--- src/rtl/jk_pattern_tx.sv ---
// jk_pattern_tx: accepts a WIDTH-bit pattern over valid/ready and sends it
// MSB-first as J/K excitation pairs to an external JK flip-flop. Q is read
// back one cycle after each pair and any mismatch sets a sticky error flag.
//
// Optional feature macro: JK_TX_TOGGLE_EN
//   defined   -> every state change is driven as J=1,K=1 (toggle)
//   undefined -> 0->1 is J=1,K=0 and 1->0 is J=0,K=1
//
// Handshake: a transfer is accepted on a rising edge where
// tx_valid && tx_ready. tx_ready is high only in IDLE while rst is low, and
// tx_valid is ignored at every other time; tx_data is sampled only at accept.
module jk_pattern_tx #(
  parameter int WIDTH = 8
) (
  input  logic             clk,
  input  logic             rst,
  input  logic [WIDTH-1:0] tx_data,
  input  logic             tx_valid,
  output logic             tx_ready,
  input  logic             q_fb,
  output logic             J,
  output logic             K,
  output logic             busy,
  output logic             done,
  output logic             err,
  output logic [1:0]       dbg_state_o
);

  localparam int CW = (WIDTH > 2) ? $clog2(WIDTH) : 1;
  localparam logic [CW-1:0] LAST_IDX = CW'(WIDTH - 1);

  typedef enum logic [1:0] {
    S_IDLE  = 2'd0,
    S_SEND  = 2'd1,
    S_CHECK = 2'd2
  } state_t;

  state_t           state_q, state_d;
  logic [WIDTH-1:0] shift_q, shift_d;
  logic [CW-1:0]    cnt_q, cnt_d;
  logic             prev_q, prev_d;   // bit the flip-flop is expected to hold
  logic [1:0]       jk_q, jk_d;
  logic             busy_q, busy_d;
  logic             done_q, done_d;
  logic             err_q, err_d;

  // Excitation pair that moves Q from cur to tgt.
  function automatic logic [1:0] jk_drive(input logic cur, input logic tgt);
    logic [1:0] p;
    p = 2'b00;
    if (cur != tgt) begin
`ifdef JK_TX_TOGGLE_EN
      p = 2'b11;
`else
      p = {tgt, ~tgt};
`endif
    end
    return p;
  endfunction

  // Next-state and next-output logic for the IDLE/SEND/CHECK sequencer.
  always_comb begin
    state_d = state_q;
    shift_d = shift_q;
    cnt_d   = cnt_q;
    prev_d  = prev_q;
    jk_d    = 2'b00;
    done_d  = 1'b0;
    err_d   = err_q;
    case (state_q)
      S_IDLE: begin
        if (tx_valid) begin
          state_d = S_SEND;
          shift_d = tx_data;
          cnt_d   = '0;
          err_d   = 1'b0;
          // Current Q comes from the feedback pin only for the first bit.
          jk_d    = jk_drive(q_fb, tx_data[WIDTH-1]);
        end
      end
      S_SEND: begin
        // In cycle k>0, Q should already hold bit k-1.
        if ((cnt_q != '0) && (q_fb != prev_q)) err_d = 1'b1;
        prev_d  = shift_q[WIDTH-1];
        shift_d = shift_q << 1;
        if (cnt_q == LAST_IDX) begin
          state_d = S_CHECK;
        end else begin
          cnt_d = cnt_q + CW'(1);
          // Later bits are driven from the expected Q, not from q_fb.
          jk_d  = jk_drive(shift_q[WIDTH-1], shift_q[WIDTH-2]);
        end
      end
      S_CHECK: begin
        if (q_fb != prev_q) err_d = 1'b1;
        state_d = S_IDLE;
        done_d  = 1'b1;
      end
      default: begin
        state_d = S_IDLE;
      end
    endcase
    busy_d = (state_d != S_IDLE);
  end

  // State and output registers with synchronous reset.
  always_ff @(posedge clk) begin
    if (rst) begin
      state_q <= S_IDLE;
      shift_q <= '0;
      cnt_q   <= '0;
      prev_q  <= 1'b0;
      jk_q    <= 2'b00;
      busy_q  <= 1'b0;
      done_q  <= 1'b0;
      err_q   <= 1'b0;
    end else begin
      state_q <= state_d;
      shift_q <= shift_d;
      cnt_q   <= cnt_d;
      prev_q  <= prev_d;
      jk_q    <= jk_d;
      busy_q  <= busy_d;
      done_q  <= done_d;
      err_q   <= err_d;
    end
  end

  assign tx_ready    = (state_q == S_IDLE) && !rst;
  assign J           = jk_q[1];
  assign K           = jk_q[0];
  assign busy        = busy_q;
  assign done        = done_q;
  assign err         = err_q;
  assign dbg_state_o = state_q;

endmodule

--- config.mk ---
export PLATFORM = sky130hd
export DESIGN_NAME = jk_pattern_tx
export DESIGN_NICKNAME = d
export VERILOG_FILES = /design/src/rtl/jk_pattern_tx.sv
export SDC_FILE = /design/constraint.sdc
export NUM_CORES = 1
export LEC_CHECK = 0
export CAP_MARGIN = 20
export CELL_PAD_IN_SITES_DETAIL_PLACEMENT = 2
export CELL_PAD_IN_SITES_GLOBAL_PLACEMENT = 2
export CORE_MARGIN = 2
export CORE_UTILIZATION = 32
export DETAILED_ROUTE_END_ITERATION = 7
export GPL_ROUTABILITY_DRIVEN = 0
export GPL_TIMING_DRIVEN = 0
export PLACE_DENSITY_LB_ADDON = 0.1
export SYNTH_ARGS = -nofsm -noshare
export SYNTH_HDL_FRONTEND = slang
export SYNTH_SLANG_ARGS = --single-unit
--- constraint.sdc ---
create_clock -name clk -period 2.71 [get_ports clk]
set_input_delay 0.813 -clock clk [delete_from_list [all_inputs] [get_ports clk]]
set_output_delay 0.813 -clock clk [all_outputs]
set_load 0.05 [all_outputs]
==> flow_summary.ini, run 1 <==
[final_layout]
final_area_um2 = 1210
final_nets = 145
fin_cells = 158
final_core_utilization = 0.408
n_antenna_cell = 0
drive_above_1_share = 0.0880
nFillCells = 350
area_growth_pct = 25.0

[detailed_routing]
avgRoutedWirePerCell_um = 14.8
vias = 823
drc = 0
via_per_inst = 5.21
final_antenna_net_count = 0
firstDrtPassIters = 3
wl_um = 2340
drt_iter0_drc = 22

[sta]
tightest_slew_ns = 0.529
fin_setup_tns_ns = 0
whs_ns = 0.488
slew_headroom = 0.647
skew_ns = 0.00665
timing.fmax_mhz = 414
setup_viol = 0
hold_viol = 0
fin_crit_sh = 0.892
layout_setup_ws_ns = 0.294
period_needed_ns = 2.42
maxSlewViolCount = 0
rsz0062_at_grt = no

[setup_path]
crit_cells = 1
required_ns = 1.90
slowest_stage = clkdlybuf4s50_1
path_buf_inv = 1
crit_arrival_ns = 1.60
rr_endpoint = shift_q[4]
crit_chain = clkdlybuf4s50_1
worstSetupPathType = reg -> out
r2r_setup_slack_ns = 0.90
worstSetupStartpointType = register
rr_startpoint = dbg_state_o[0]
cpPeakStageDelay_ns = 0.85
rr_worst_depth = 7
cp-startpoint = dbg_state_o[0]
crit_family = buffers and inverters
cp_max_fo = 6
endpoint_kind = primary output

[die]
die_h_um = 59.1
die_w_um = 59.1
rows = 20
dieArea_um2 = 3500
ios = 20
initial_core_util = 0.326
core_um2 = 2980

[clocking]
cts_buffer_depth = 2
ctsHoldBuffers = 0
htreeDepth = 1
cts_root_buf = clkbuf_4
numCtsBuffers = 3
clk_pin_slew_ns = 0.12
post-cts-setup-buffers = 0
cts_sinks = 19
clkLatencyLatePin_ns = 0.30
cts_tree = yes

[hold_path]
worstHoldPathCells = 2
holdCritPathClass = reg -> reg
min_from = shift_q[0]
hold_end = shift_q[0]

[synthesis]
synth_warnings = 0
syn_nets = 122
syn_avg_cell_area_um2 = 9.44
synthCells = 103
ys_ff_latch = 19
netlist_area_um2 = 972
ys_seq_area_frac = 0.391
ys_types = 29

[power_and_ir_drop]
peakVddDrop_uv = 257
power.density_nw_per_um2 = 520
power_leakage_nw = 0.462
power.total_uw = 632

[placed_design]
dpl.hpwl_um = 1770
placed_cells_incl_taps = 154
post-place-ws_ns = -0.109
place_area_um2 = 1190
io_buffers = 18

[grt]
grt_max_degree = 11
track_usage = 0.156
antenna_found_initial = 0
first_global_vias = 878
grt_overflow = 0
grt_first_pass_wirelength_um = 4080

[flow_run]
maxCapViolations = 0

[run_status]
status = complete, no violations
[Yosys cell counts]
cell / count / share of area
nor2_1: 12 / 0.046
ha_1: 7 / 0.090
and3b_1: 1 / 0.0090
nand2b_1: 1 / 0.0064
a2111oi_4: 1 / 0.028
nand4b_1: 3 / 0.027
and2_1: 1 / 0.0064
nor3_1: 1 / 0.0051
a211oi_1: 7 / 0.054
buf_4: 1 / 0.0077
o21ai_1: 1 / 0.0051
buf_6: 1 / 0.012
or2_1: 3 / 0.019
dfxtp_1: 19 / 0.39
a21oi_1: 6 / 0.031
and2b_4: 1 / 0.010
clkbuf_1: 2 / 0.0077
or2_4: 1 / 0.0090
nor2b_1: 3 / 0.019
a22oi_1: 2 / 0.015
nand3b_1: 2 / 0.015
inv_1: 5 / 0.019
nor2_4: 1 / 0.012
o21ai_0: 3 / 0.015
xnor2_1: 1 / 0.0090
buf_2: 1 / 0.0051
o31ai_1: 1 / 0.0077
nand2_1: 6 / 0.023
mux2i_1: 9 / 0.093
[where the power goes]
group          leakage, nW  switching (mW)  internal [mW]
Clock               0.0150          0.0945         0.0573
Sequential           0.156          0.0150          0.301
Combinational        0.291          0.0919         0.0727
Total                0.462           0.201          0.431
[flip-flops by register name (all words and copies together), names as in the netlist]
name and flops:
jk_q 2, dbg_state_o 2, cnt_q 3, done 1
err 1, shift_q 8, busy 1, prev_q 1
[layout make-up]
type	count	area [um^2]	share of cell area
sequential	19	380	0.313
buffer	5	31.3	0.0257
multi-input combinational	74	542	0.446
inverter	5	18.8	0.0154
tap	33	41.3	0.0340
timing repair buffer	18	175	0.144
clock buffer	4	26.3	0.0216
[repair_timing]
item                                    in CTS  in global routing
gates resized for setup                      1                  2
cloned                                       0                  0
endpoints found under the setup margin       1                  1
pin swaps                                    0                  0
[cell families (layout without fill, tap and decap cells)]
logic type                 after synthesis  count (layout)  share of synthesized area
xor gates and xnor gates                 1               1                    0.00901
buffers and inverters                   10              32                     0.0515
adders and majority gates                7               7                     0.0901
AOI/OAI and AO/OA                       21              21                      0.157
muxes                                    9               9                     0.0927
DFF                                     19              19                      0.391
and+or+nand+nor                         36              36                      0.208
[per-layer routing]
metal | routed length, um | part of all wire | track usage
met1 | 1100 | 0.47 | 0.181
met2 | 1150 | 0.49 | 0.287
met3 | 72 | 0.031 | 0.0393
met4 | 17 | 0.0073 | 0.0292
met5 | 0 | 0 | 0
[worst max-delay path by stage]
stage	end	slack, ns
2_1_floorplan	tx_ready	0.21
3_3_place_gp	tx_ready	-0.11
3_5_place_dp	tx_ready	-0.11
4_1_cts	tx_ready	0.12
5_1_grt	tx_ready	0.19
6_report	dbg_state_o[0]	0.29
[layout by cell type (no fill, tap or decap), types with 2 or more instances in the layout]
master and n:
nand4b_1 3, a22oi_1 2, clkbuf_4 3, nand2_1 6, a21oi_1 6, nand3b_1 2
inv_1 5, o21ai_0 3, clkdlybuf4s50_1 17, a211oi_1 7, nor2b_1 3, ha_1 7
dfxtp_1 19, nor2_1 12, or2_1 3, clkbuf_1 3, mux2i_1 9
Power figures use the tool's default switching activity.
==> inputs of run 2 (changes only) <==
--- a/config.mk
+++ b/config.mk
@@ -10,6 +10,7 @@
 export CELL_PAD_IN_SITES_GLOBAL_PLACEMENT = 2
 export CORE_MARGIN = 2
 export CORE_UTILIZATION = 32
+export CTS_CLUSTER_DIAMETER = 50
 export DETAILED_ROUTE_END_ITERATION = 7
 export GPL_ROUTABILITY_DRIVEN = 0
 export GPL_TIMING_DRIVEN = 0
==> results of run 2 <==
The final DEF is identical to that of run 1; final timing and power are the same.
